==> config.mk <==
export PLATFORM = sky130hd
export DESIGN_NAME = io_controller
export DESIGN_NICKNAME = d
export VERILOG_FILES = /design/src/rtl/io_pkg.sv /design/src/rtl/io_debouncer.sv /design/src/rtl/io_controller.sv
export SDC_FILE = /design/constraint.sdc
export NUM_CORES = 1
export LEC_CHECK = 0
export BUFFER_PORTS_ARGS = -buffer_cell sky130_fd_sc_hd__clkbuf_2
export CORE_MARGIN = 1
export CORE_UTILIZATION = 58
export DETAILED_ROUTE_END_ITERATION = 8
export PLACE_DENSITY_LB_ADDON = 0.1
export SETUP_SLACK_MARGIN = 0.2
export SYNTH_ARGS = -nofsm -noshare
export SYNTH_HDL_FRONTEND = slang
export SYNTH_HIERARCHICAL = 1
export SYNTH_SLANG_ARGS = --single-unit
==> constraint.sdc <==
create_clock -name clk -period 2.4 [get_ports clk]
set_input_delay 0.24 -clock clk [delete_from_list [all_inputs] [get_ports clk]]
set_output_delay 0.24 -clock clk [all_outputs]
set_load 0.005 [all_outputs]
==> src/rtl/io_pkg.sv <==
// Shared types and register map for the board I/O controller.
package io_pkg;

  typedef enum logic [1:0] {
    IDLE,
    ACCESS,
    RESPOND
  } io_state_t;

  localparam logic [1:0] ADDR_LED    = 2'd0;
  localparam logic [1:0] ADDR_SWITCH = 2'd1;
  localparam logic [1:0] ADDR_FLAGS  = 2'd2;
  localparam logic [1:0] ADDR_TOGGLE = 2'd3;

endpackage

==> src/rtl/io_debouncer.sv <==
// Per-bit two-flop synchronizer and saturating debounce counter.
// The debounced bit flips after DEBOUNCE_CYCLES consecutive differing samples.
module io_debouncer #(
  parameter int unsigned WIDTH           = 4,
  parameter int unsigned DEBOUNCE_CYCLES = 3
) (
  input  logic             clk,
  input  logic             rst,
  input  logic [WIDTH-1:0] raw_in,
  output logic [WIDTH-1:0] deb_out,
  output logic [WIDTH-1:0] flip_out
);

  localparam int unsigned    CW       = $clog2(DEBOUNCE_CYCLES + 1);
  localparam logic [CW-1:0]  CNT_LAST = CW'(DEBOUNCE_CYCLES - 1);

  logic [WIDTH-1:0] sync1_q, sync2_q;
  logic [WIDTH-1:0] deb_q, deb_d;
  logic [WIDTH-1:0] flip_d;
  logic [CW-1:0]    cnt_q [WIDTH];
  logic [CW-1:0]    cnt_d [WIDTH];

  always_comb begin
    deb_d  = deb_q;
    flip_d = '0;
    for (int unsigned i = 0; i < WIDTH; i++) begin
      cnt_d[i] = '0;
      if (sync2_q[i] != deb_q[i]) begin
        // The current sample is the DEBOUNCE_CYCLES-th differing one.
        if (cnt_q[i] == CNT_LAST) begin
          deb_d[i]  = ~deb_q[i];
          flip_d[i] = 1'b1;
        end else begin
          cnt_d[i] = cnt_q[i] + CW'(1);
        end
      end
    end
  end

  always_ff @(posedge clk) begin
    if (rst) begin
      sync1_q <= '0;
      sync2_q <= '0;
      deb_q   <= '0;
      for (int unsigned i = 0; i < WIDTH; i++) cnt_q[i] <= '0;
    end else begin
      sync1_q <= raw_in;
      sync2_q <= sync1_q;
      deb_q   <= deb_d;
      for (int unsigned i = 0; i < WIDTH; i++) cnt_q[i] <= cnt_d[i];
    end
  end

  assign deb_out  = deb_q;
  assign flip_out = flip_d;

endmodule

==> src/rtl/io_controller.sv <==
// Memory-mapped switch/LED controller: one request at a time through
// IDLE -> ACCESS -> RESPOND with valid/ready on both sides.
module io_controller
  import io_pkg::*;
#(
  parameter int unsigned WIDTH           = 4,
  parameter int unsigned DATA_WIDTH      = 8,
  parameter int unsigned DEBOUNCE_CYCLES = 3
) (
  input  logic                  clk,
  input  logic                  rst,
  input  logic                  req_valid,
  output logic                  req_ready,
  input  logic                  req_write,
  input  logic [1:0]            req_addr,
  input  logic [DATA_WIDTH-1:0] req_wdata,
  output logic                  rsp_valid,
  input  logic                  rsp_ready,
  output logic [DATA_WIDTH-1:0] rsp_rdata,
  output logic                  rsp_err,
  input  logic [WIDTH-1:0]      switch_in,
  output logic [WIDTH-1:0]      led_out,
  output logic                  sw_event
);

  io_state_t             state_q, state_d;
  logic                  wr_q, wr_d;
  logic [1:0]            addr_q, addr_d;
  logic [WIDTH-1:0]      wdata_q, wdata_d;
  logic [WIDTH-1:0]      led_q, led_d;
  logic [WIDTH-1:0]      flags_q, flags_d;
  logic                  evt_q, evt_d;
  logic [DATA_WIDTH-1:0] rdata_q, rdata_d;
  logic                  err_q, err_d;
  logic [WIDTH-1:0]      clr;
  logic [WIDTH-1:0]      deb_val;
  logic [WIDTH-1:0]      deb_flip;
  logic                  unused_wdata;

  // Only the low WIDTH bits of write data are meaningful.
  assign unused_wdata = ^req_wdata;

  io_debouncer #(
    .WIDTH           (WIDTH),
    .DEBOUNCE_CYCLES (DEBOUNCE_CYCLES)
  ) u_debouncer (
    .clk      (clk),
    .rst      (rst),
    .raw_in   (switch_in),
    .deb_out  (deb_val),
    .flip_out (deb_flip)
  );

  assign req_ready = (state_q == IDLE) && !rst;

  always_comb begin
    state_d = state_q;
    wr_d    = wr_q;
    addr_d  = addr_q;
    wdata_d = wdata_q;
    led_d   = led_q;
    rdata_d = rdata_q;
    err_d   = err_q;
    clr     = '0;
    case (state_q)
      IDLE: begin
        if (req_valid && req_ready) begin
          wr_d    = req_write;
          addr_d  = req_addr;
          wdata_d = req_wdata[WIDTH-1:0];
          state_d = ACCESS;
        end
      end
      ACCESS: begin
        rdata_d = '0;
        err_d   = 1'b0;
        state_d = RESPOND;
        case (addr_q)
          ADDR_LED: begin
            if (wr_q) led_d = wdata_q;
            else      rdata_d = DATA_WIDTH'(led_q);
          end
          ADDR_SWITCH: begin
            if (wr_q) err_d = 1'b1;
            else      rdata_d = DATA_WIDTH'(deb_val);
          end
          ADDR_FLAGS: begin
            if (wr_q) clr = wdata_q;
            else      rdata_d = DATA_WIDTH'(flags_q);
          end
          default: begin
            if (wr_q) led_d = led_q ^ wdata_q;
          end
        endcase
      end
      RESPOND: begin
        if (rsp_ready) state_d = IDLE;
      end
      default: state_d = IDLE;
    endcase
    // A flip landing on the same edge as a clear keeps the flag set.
    flags_d = (flags_q & ~clr) | deb_flip;
    evt_d   = |flags_d;
  end

  always_ff @(posedge clk) begin
    if (rst) begin
      state_q <= IDLE;
      wr_q    <= 1'b0;
      addr_q  <= '0;
      wdata_q <= '0;
      led_q   <= '0;
      flags_q <= '0;
      evt_q   <= 1'b0;
      rdata_q <= '0;
      err_q   <= 1'b0;
    end else begin
      state_q <= state_d;
      wr_q    <= wr_d;
      addr_q  <= addr_d;
      wdata_q <= wdata_d;
      led_q   <= led_d;
      flags_q <= flags_d;
      evt_q   <= evt_d;
      rdata_q <= rdata_d;
      err_q   <= err_d;
    end
  end

  assign rsp_valid = (state_q == RESPOND);
  assign rsp_rdata = rdata_q;
  assign rsp_err   = err_q;
  assign led_out   = led_q;
  assign sw_event  = evt_q;

endmodule

# [Word-level counts from Yosys, hierarchy flattened]
# Memory sizes are Yosys's and may differ from the RTL's.
# Index checks and enable logic that the tools add are counted.
[op_classes] n_eq_ne=14 n_mux=38 n_addsub=4 bitwise_logic=13 n_reduce_logical=14
[ops] op="$mux W4" n=8
[ops] op="$mux W2" n=14
[ops] op="$mux W1" n=13
[ops] op="$eq A2 B2 Y1 const B" n=6
[ops] op="$pmux W4 S3" n=1
[ops] op="$reduce_and A2 Y1" n=6
[ops] op="$add A2 B1 Y2 const B" n=4
[ops] op="$pmux W4 S2" n=1
[ops] op="$pmux W2 S3" n=1
[ops] op="$not A1 Y1" n=5
[ops] op="$and A4 B4 Y4" n=1
[ops] op="$eq A2 B1 Y1 const B" n=2
[ops] op="$logic_not A2 Y1" n=2
[ops] op="$ne A1 B1 Y1" n=4
[ops] op="$ne A2 B1 Y1 const B" n=2
[ops] op="$not A4 Y4" n=1
[ops] op="$or A1 B1 Y1" n=4
[ops] op="$or A4 B4 Y4" n=1
[ops] op="$reduce_or A4 Y1" n=1
[ops] op="$xor A4 B4 Y4" n=1
[ops] op="$reduce_and A3 Y1" n=1
[ops] op="$logic_and A1 B1 Y1" n=2
[ops] op="$reduce_or A2 Y1" n=1
[ops] op="$logic_not A1 Y1" n=1
[totals] ram_bits=8 wordCells=99 output_inout_bits=16 mem_count=1 input_bits=19 reg_bits=39
[memory_table] memory="u_debouncer.cnt_q" depth=4 word_bits=2 rd=4 rd_clocked_by_memory_dff=0 wr=4 line_no="io_debouncer.sv:20" source="logic [CW-1:0] cnt_q [WIDTH];"

# [Logic depth before layout (Yosys ltp)]
# Gate-level depths: netlist of run 1.
[depth] depth_word=7 depth_mapped=7 depth_no_buf=7

# [Cells and area by module]
# The synthesis of run 1 kept the hierarchy.
[by_module_without_submodules] mod="io_controller" area_each_um2=1071.0 n_inst=1 cells_each=126 seq_area_each_um2=460.4
[by_module_without_submodules] mod="io_debouncer" area_each_um2=740.7 n_inst=1 cells_each=62 seq_area_each_um2=400.4

# [Worst setup path after synthesis of run 1]
# No wires, ideal clock.
[synth_timing] kind="reg2reg" startpoint="register addr_q[0]" endpoint="register rdata_q[1] (netlist: rsp_rdata[1])" setup_time_ps=128 required_ps=2272 setup_slack_ps=962 n_path_buf=1 t_arrival_ps=1310 stages_incl_launch_ff=8 period_less_slack_ps=1438 path_cell_list="dfxtp_1 inv_1 ha_1 buf_2 a222oi_1 nor4_1 a21oi_1 nor2_1"
[synth_between] elab_chain_cells=2
[synth_rtl] element="start, declared" line_no="io_controller.sv:28" source="logic [1:0] addr_q, addr_d;"
[synth_rtl] element="start signal, assigned" line_no="io_controller.sv:120" source="addr_q <= addr_d;"
[synth_rtl] element="$eq A2 B2 Y1, or another cell as far along" line_no="io_controller.sv:78" source="case (addr_q)"
[synth_rtl] element="$pmux W4 S3 *" line_no="io_controller.sv:78"
[synth_rtl] element="end signal, assigned" line_no="io_controller.sv:125" source="rdata_q <= rdata_d;"
[synth_rtl] element="end, declared" line_no="io_controller.sv:33" source="logic [DATA_WIDTH-1:0] rdata_q, rdata_d;"
# Every way passes the cells marked *; elsewhere a longest branch is shown, timed or not.
# A chain may end at the register's enable or synchronous reset.

# [Final worst setup path of run 1]
# Same ends and word-level chain as after synthesis.

==> flow_metrics.env, run 1 <==
export IMPL_finClkSkew_ns=0.00854
export IMPL_violations="design-rule violations"
export IMPL_crit_type="register to register"
export IMPL_power_density_nw_per_um2=581
export IMPL_fin_crit_sh=0.700
export IMPL_clk_pin_slew_worst_paths_ns=0.11
export IMPL_rows=19
export IMPL_initial_utilization=0.635
export IMPL_rr_startpoint="addr_q[0]$_SDFFE_PP0P_"
export IMPL_place_area_um2=1920
export IMPL_cp_max_fo=12
export IMPL_synth_largest_area_cell="dfxtp_1"
export IMPL_wirelength_um=3410
export IMPL_io_buffer_count=26
export IMPL_postCtsSetupBuffers=0
export IMPL_ios=35
export IMPL_dieArea_um2=3350
export IMPL_synth_area_um2=1810
export IMPL_grt_pass1_vias=1272
export IMPL_postCtsResizedCells=0
export IMPL_netlist_instances=188
export IMPL_grt_ovfl_total=0
export IMPL_pre_cts_ws_ns=0.796
export IMPL_cts_tree="yes"
export IMPL_register_area_um2=861
export IMPL_ys_top_cells_by_count="43 x dfxtp_1, 21 x nand2_1, 19 x nor2_1"
export IMPL_fin_setup_tns_ns=0
export IMPL_endpoint_kind="register"
export IMPL_drt_first_pass_iters=6
export IMPL_rrSetupSlack_ns=0.72
export IMPL_start_kind="register"
export IMPL_async_flop_share=0
export IMPL_synth_top_area_share=0.475
export IMPL_rsz0062_at_grt="no"
export IMPL_crit_chain="inv_1, ha_1, a222oi_1, nor4_1, a21oi_1, nor2_1"
export IMPL_yosysMostFrequentCell="dfxtp_1"
export IMPL_setup_ws_ns=0.721
export IMPL_synthFlopType="dfxtp_1"
export IMPL_core_um2=2850
export IMPL_dr_total_vias=1378
export IMPL_h_tree_depth=2
export IMPL_crit_path_max_incr_delay_ns=0.49
export IMPL_power_w=0.00114
export IMPL_max_cap_violations=0
export IMPL_leakage_nw=0.739
export IMPL_synth_edf_count=0
export IMPL_synth_seq_cells=43
export IMPL_rr_endpoint="rsp_rdata[1]$_SDFFE_PP0P_"
export IMPL_yosys_top_cells_area="dfxtp_1 48%, ha_1 5.5%, nand2_1 4.4%, nor2b_1 4.1%, nor4_2 4.1%"
export IMPL_hpwl_um=2500
export IMPL_cts_hold_buffers=0
export IMPL_crit_buf_inv=1
export IMPL_synth_avg_cell_area_um2=9.64
export IMPL_ctsRootBufferMaster="clkbuf_4"
export IMPL_worst_ep_arrival_time_ns=1.92
export IMPL_ys_seq_area_frac=0.475
export IMPL_crit_required_ns=2.64
export IMPL_chipWidth_um=57.9
export IMPL_syn_to_final_growth_pct=8.01
export IMPL_timing_fmax_mhz=596
export IMPL_synth_cell_types=31
export IMPL_path_delay_family="compound AO/OA/AOI/OAI gates"
export IMPL_nFillCells=245
export IMPL_finalSetupViolations=0
export IMPL_routed_via_density=5.65
export IMPL_cp_slowest_cell="a222oi_1"
export IMPL_grt_use_total=0.217
export IMPL_slew_viol_final=0
export IMPL_fp_dieH_um=57.9
export IMPL_numCtsBuffers=5
export IMPL_final_area_um2=1960
export IMPL_grt_max_degree=24
export IMPL_place_gp_congestion=0.842
export IMPL_multiInputGateArea_um2=840
export IMPL_drtAntennaViolNets=0
export IMPL_drt_iter0_drc=58
export IMPL_clock_sinks=43
export IMPL_ir_drop_mv=0.399
export IMPL_holdWs_ns=0.0974
export IMPL_yosys_warnings=6
export IMPL_rr_worst_depth=6
export IMPL_min_period_ns=1.68
export IMPL_hold_path_end="u_debouncer/sync1_q[0]$_SDFF_PP0_"
export IMPL_grt_antenna_before_repair=0
export IMPL_outcome="complete, but fails checks"
export IMPL_hp_class="input pin to register"
export IMPL_grt_pass1_wl_um=5470
export IMPL_wire_per_inst_um=14.0
export IMPL_n_antenna_cell=0
export IMPL_hp_start="switch_in[0]"
export IMPL_final_hold_violation_count=0
export IMPL_drc=2
export IMPL_insertion_delay_ns=0.35
export IMPL_clockBufferDepth=2
export IMPL_final_nets=241
export IMPL_hold_depth=2
export IMPL_drive_gt1_frac=0.221
per-stage QoR:
stage,util,cells
6_report,0.686,244
2_1_floorplan,-,191
5_1_grt,0.686,244
3_5_place_dp,0.671,238
3_3_place_gp,0.671,238
4_1_cts,0.686,244
worst max-delay path by stage:
stage / from / endpoint / slack, ns / cells after the start
final: addr_q[0]$_SDFFE_PP0P_ / rsp_rdata[1]$_SDFFE_PP0P_ / 0.72 / 6
after CTS: addr_q[0]$_SDFFE_PP0P_ / rsp_rdata[1]$_SDFFE_PP0P_ / 0.74 / 6
after floorplan: addr_q[0]$_SDFFE_PP0P_ / rsp_rdata[1]$_SDFFE_PP0P_ / 0.96 / 7
after global placement: addr_q[0]$_SDFFE_PP0P_ / rsp_rdata[1]$_SDFFE_PP0P_ / 0.82 / 6
after global routing: addr_q[0]$_SDFFE_PP0P_ / rsp_rdata[1]$_SDFFE_PP0P_ / 0.65 / 6
after detailed placement: addr_q[0]$_SDFFE_PP0P_ / led_out[0]$_SDFFE_PP0P_ / 0.80 / 6
area by class of cell:
cell class | instances | share of cell area
Sequential cell | 43 | 0.440
Inverter | 9 | 0.0198
Tap cell | 31 | 0.0198
Multi-Input combinational cell | 128 | 0.429
Clock buffer | 6 | 0.0211
Timing Repair Buffer | 27 | 0.0703
power by group:
part | switching, W | internal (W)
registers | 0.0000148 | 0.000730
clock network | 0.000208 | 0.000104
logic | 0.0000483 | 0.0000321
flip-flops by register name, indices dropped and copies added (netlist names):
register and cells:
rsp_err 1, u_debouncer/deb_out 4, wdata_q 4, u_debouncer/sync1_q 4, addr_q 2, u_debouncer/cnt_q 8, sw_event 1, wr_q 1
rsp_rdata 4, flags_q 4, u_debouncer/sync2_q 4, state_q 2, led_out 4
logic make-up after synthesis:
| kind of cell | count (synthesis) | share of synthesized area |
|---|---|---|
| simple gates | 74 | 0.235 |
| flops | 43 | 0.475 |
| compound gates | 34 | 0.123 |
| buf+inv | 20 | 0.0677 |
| fa+ha+maj | 8 | 0.0553 |
| xor+xnor | 4 | 0.0193 |
| mux | 4 | 0.0221 |
| other cells | 1 | 0.00207 |
layout by cell type, fill, tap and decap left out, drive strengths merged:
cell,instances
dfxtp,43
nor3,1
a222oi,4
inv,8
nand2b,2
a21oi,15
buf,1
o21ai,8
conb,4
nor2,19
a22oi,4
clkinv,1
nand4bb,1
and2b,3
ha,8
xnor2,4
nor2b,12
and4b,1
nor4,12
mux2i,4
nand2,22
and4bb,1
a31oi,3
clkbuf,32
layer usage:
layer / part of all wire / GRT usage
met3: 0.046 / 0.0692
met5: 0 / 0
met4: 0.019 / 0.105
met1: 0.45 / 0.248
met2: 0.49 / 0.366
(Power assumes the default switching activity.)
==> inputs of run 2 (changes only) <==
- ABC_AREA: default -> 1
- CORE_UTILIZATION: 58 -> 54
- clock period: 2.4 -> 1.7 ns (I/O delays scaled with it)
==> run 2 against run 1 <==
  * The run now ends clean
  * Register-to-register slack worse by 0.44 ns
  * First-iteration DRC count up 6.9%
  * Utilization fell by 0.12 points
  * Clock-buffer cell count is the same
  * Worst hold slack got worse by 0.041 ns
  * Total power rose by 66%
  * Clock power rose by 120%
  * Synthesized cell count is 31% higher
  * Global-route usage is 0.21 points higher
  * Non-clock buffer count up 5
  * Clock skew up 0.0026 ns
  * Largest power group unchanged
==> flow_metrics.env, run 2 <==
export IMPL_yosysMostFrequentCell="nand2_1"
export IMPL_crit_buf_inv=1
export IMPL_ys_seq_area_frac=0.470
export IMPL_dieArea_um2=3630
export IMPL_grt_pass1_vias=1409
export IMPL_rsz0062_at_grt="yes"
export IMPL_place_gp_congestion=0.799
export IMPL_chipWidth_um=60.2
export IMPL_grt_ovfl_total=0
export IMPL_fin_crit_sh=0.833
export IMPL_min_period_ns=1.42
export IMPL_grt_use_total=0.219
export IMPL_io_buffer_count=26
export IMPL_final_nets=305
export IMPL_synth_edf_count=0
export IMPL_hold_depth=4
export IMPL_rrSetupSlack_ns=0.28
export IMPL_grt_use_met2=0.364
export IMPL_wirelength_um=3270
export IMPL_grt_antenna_before_repair=0
export IMPL_fin_setup_tns_ns=0
export IMPL_power_w=0.00189
export IMPL_synthFlopType="dfxtp_1"
export IMPL_rr_worst_depth=8
export IMPL_synth_avg_cell_area_um2=7.45
export IMPL_ios=35
export IMPL_cts_tree="yes"
export IMPL_cpMostUsedCell="nor2_1"
export IMPL_h_tree_depth=2
export IMPL_wire_per_inst_um=10.1
export IMPL_drc=0
export IMPL_crit_path_max_incr_delay_ns=0.36
export IMPL_hold_path_end="state_q[1]$_SDFFE_PP0P_"
export IMPL_initial_utilization=0.586
export IMPL_met3_usage=0.0519
export IMPL_routed_via_density=4.78
export IMPL_leakage_nw=0.978
export IMPL_final_hold_violation_count=0
export IMPL_crit_required_ns=1.97
export IMPL_n_antenna_cell=0
export IMPL_grt_busiest_layer="met2"
export IMPL_drt_iter0_drc=62
export IMPL_endpoint_kind="register"
export IMPL_crit_chain="inv_1, ha_1, nor2_4, nand2_4, nor2_1, nand3_1, nand2_1, nor2_1"
export IMPL_rows=20
export IMPL_max_cap_violations=0
export IMPL_cp_slowest_cell="dfxtp_2"
export IMPL_yosys_top_cells_area="dfxtp_1 47%, nand2_1 9.4%, inv_1 7.4%, nor2_1 7.4%, a21oi_1 6.0%"
export IMPL_synth_cell_types=22
export IMPL_place_area_um2=1980
export IMPL_ys_top_cells_by_count="46 x nand2_1, 43 x dfxtp_1, 36 x inv_1, 36 x nor2_1, 22 x a21oi_1"
export IMPL_netlist_instances=246
export IMPL_drt_first_pass_iters=4
export IMPL_start_kind="register"
export IMPL_synth_largest_area_cell="dfxtp_1"
export IMPL_postCtsSetupBuffers=0
export IMPL_rr_endpoint="led_out[0]$_SDFFE_PP0P_"
export IMPL_cp_max_fo=4
export IMPL_largest_reg_flops=8
export IMPL_clock_sinks=43
export IMPL_path_delay_family="simple AND/OR/NAND/NOR gates"
export IMPL_hp_start="rsp_ready"
export IMPL_ctsRootBufferMaster="clkbuf_4"
export IMPL_syn_to_final_growth_pct=16.9
export IMPL_final_area_um2=2140
export IMPL_clockBufferDepth=2
export IMPL_power_density_nw_per_um2=881
export IMPL_finalSetupViolations=0
export IMPL_timing_fmax_mhz=706
export IMPL_rr_startpoint="addr_q[0]$_SDFFE_PP0P_"
export IMPL_core_um2=3130
export IMPL_yosys_warnings=6
export IMPL_mostFrequentLayoutCells="45 x nand2_1, 41 x dfxtp_1, 36 x inv_1"
export IMPL_top_register="u_debouncer/cnt_q"
export IMPL_slew_viol_final=0
export IMPL_clk_pin_slew_worst_paths_ns=0.13
export IMPL_numCtsBuffers=5
export IMPL_drtAntennaViolNets=0
export IMPL_synth_area_um2=1830
export IMPL_fp_dieH_um=60.2
export IMPL_grt_max_degree=20
export IMPL_crit_type="register to register"
export IMPL_synth_seq_cells=43
export IMPL_drive_gt1_frac=0.194
export IMPL_dr_total_vias=1545
export IMPL_async_flop_share=0
export IMPL_ir_drop_mv=0.592
export IMPL_outcome="finished, final reports clean"
export IMPL_final_common_cell="nand2_1"
export IMPL_grt_pass1_wl_um=5780
export IMPL_grt_use_met1=0.257
export IMPL_synth_top_area_share=0.470
export IMPL_insertion_delay_ns=0.36
export IMPL_worst_ep_arrival_time_ns=1.69
export IMPL_finClkSkew_ns=0.0112
export IMPL_holdWs_ns=0.0565
export IMPL_hpwl_um=2370
export IMPL_hp_class="input pin to register"
run 2: cell types whose count changed in the layout (fill, tap and decap cells not counted), sizes merged, moves of 4 or more:
cell         change
a22oi            -4
xnor2            -4
mux2i            -4
nand2           +25
nor4            -12
dlygate4sd3      +4
inv             +32
nor2b           -12
nand3           +20
a21oi            +7
a222oi           -4
nor2            +19
o21ai            +4
run 2: metal layers:
layer | vias up | wire length, um | part of all wire
met5 | - | 0 | 0
met2 | 37 | 1550 | 0.47
met4 | 0 | 59 | 0.018
met1 | 677 | 1540 | 0.47
met3 | 5 | 121 | 0.037
li1 | 826 | - | -
run 2: worst max-delay path by stage:
| stage | start | to | slack (ns) | cells past startpoint |
|---|---|---|---|---|
| after detailed placement | addr_q[0]$_SDFFE_PP0P_ | led_out[2]$_SDFFE_PP0P_ | 0.21 | 8 |
| final | addr_q[0]$_SDFFE_PP0P_ | led_out[0]$_SDFFE_PP0P_ | 0.28 | 8 |
| after floorplan | addr_q[0]$_SDFFE_PP0P_ | sw_event$_SDFF_PP0_ | 0.37 | 8 |
| after CTS | addr_q[0]$_SDFFE_PP0P_ | led_out[3]$_SDFFE_PP0P_ | 0.20 | 8 |
| after global placement | addr_q[0]$_SDFFE_PP0P_ | led_out[1]$_SDFFE_PP0P_ | 0.28 | 8 |
| after global routing | addr_q[0]$_SDFFE_PP0P_ | led_out[1]$_SDFFE_PP0P_ | 0.17 | 8 |
run 2: cells by family after synthesis:
kind of cell | synth area share
buffers and inverters | 0.117
other | 0.00205
adders and majority gates | 0.0546
and+or+nand+nor | 0.259
AOI/OAI and AO/OA | 0.0970
DFF | 0.470
run 2: area by class of cell:
type,count,area [um2]
clock inverter,2,35.0
clock buffer,6,51.3
fill,282,986
timing repair buffer,32,185
tap,44,55.1
inverter,40,150
sequential,43,863
multi-input combinational,156,802
run 2: worst min-delay path: cells and delay by family:
kind            cells  cell delay, ns
compound gates      1            0.05
buf+inv             2            0.10
simple gates        1            0.05
run 2: what timing repair did:
item                                    CTS  global route
hold endpoints to repair                  4             0
endpoints found under the setup margin    0             5
hold buffers                              4             0
resized for setup                         0            11
run 2: power breakdown:
| group | leakage (nW) | internal, W | switching [W] |
|---|---|---|---|
| clock network | 0.0482 | 0.000348 | 0.000331 |
| logic | 0.579 | 0.0000591 | 0.0000951 |
| registers | 0.351 | 0.00104 | 0.0000180 |
| total | 0.978 | 0.00144 | 0.000444 |
run 2: stage by stage:
step / setup slack (ns) / cells / util
floorplan: 0.368 / 249 / -
global route: 0.168 / 323 / 0.685
detailed placement: 0.215 / 311 / 0.632
global placement: 0.284 / 311 / 0.632
finish: 0.284 / 323 / 0.685
CTS: 0.201 / 323 / 0.673
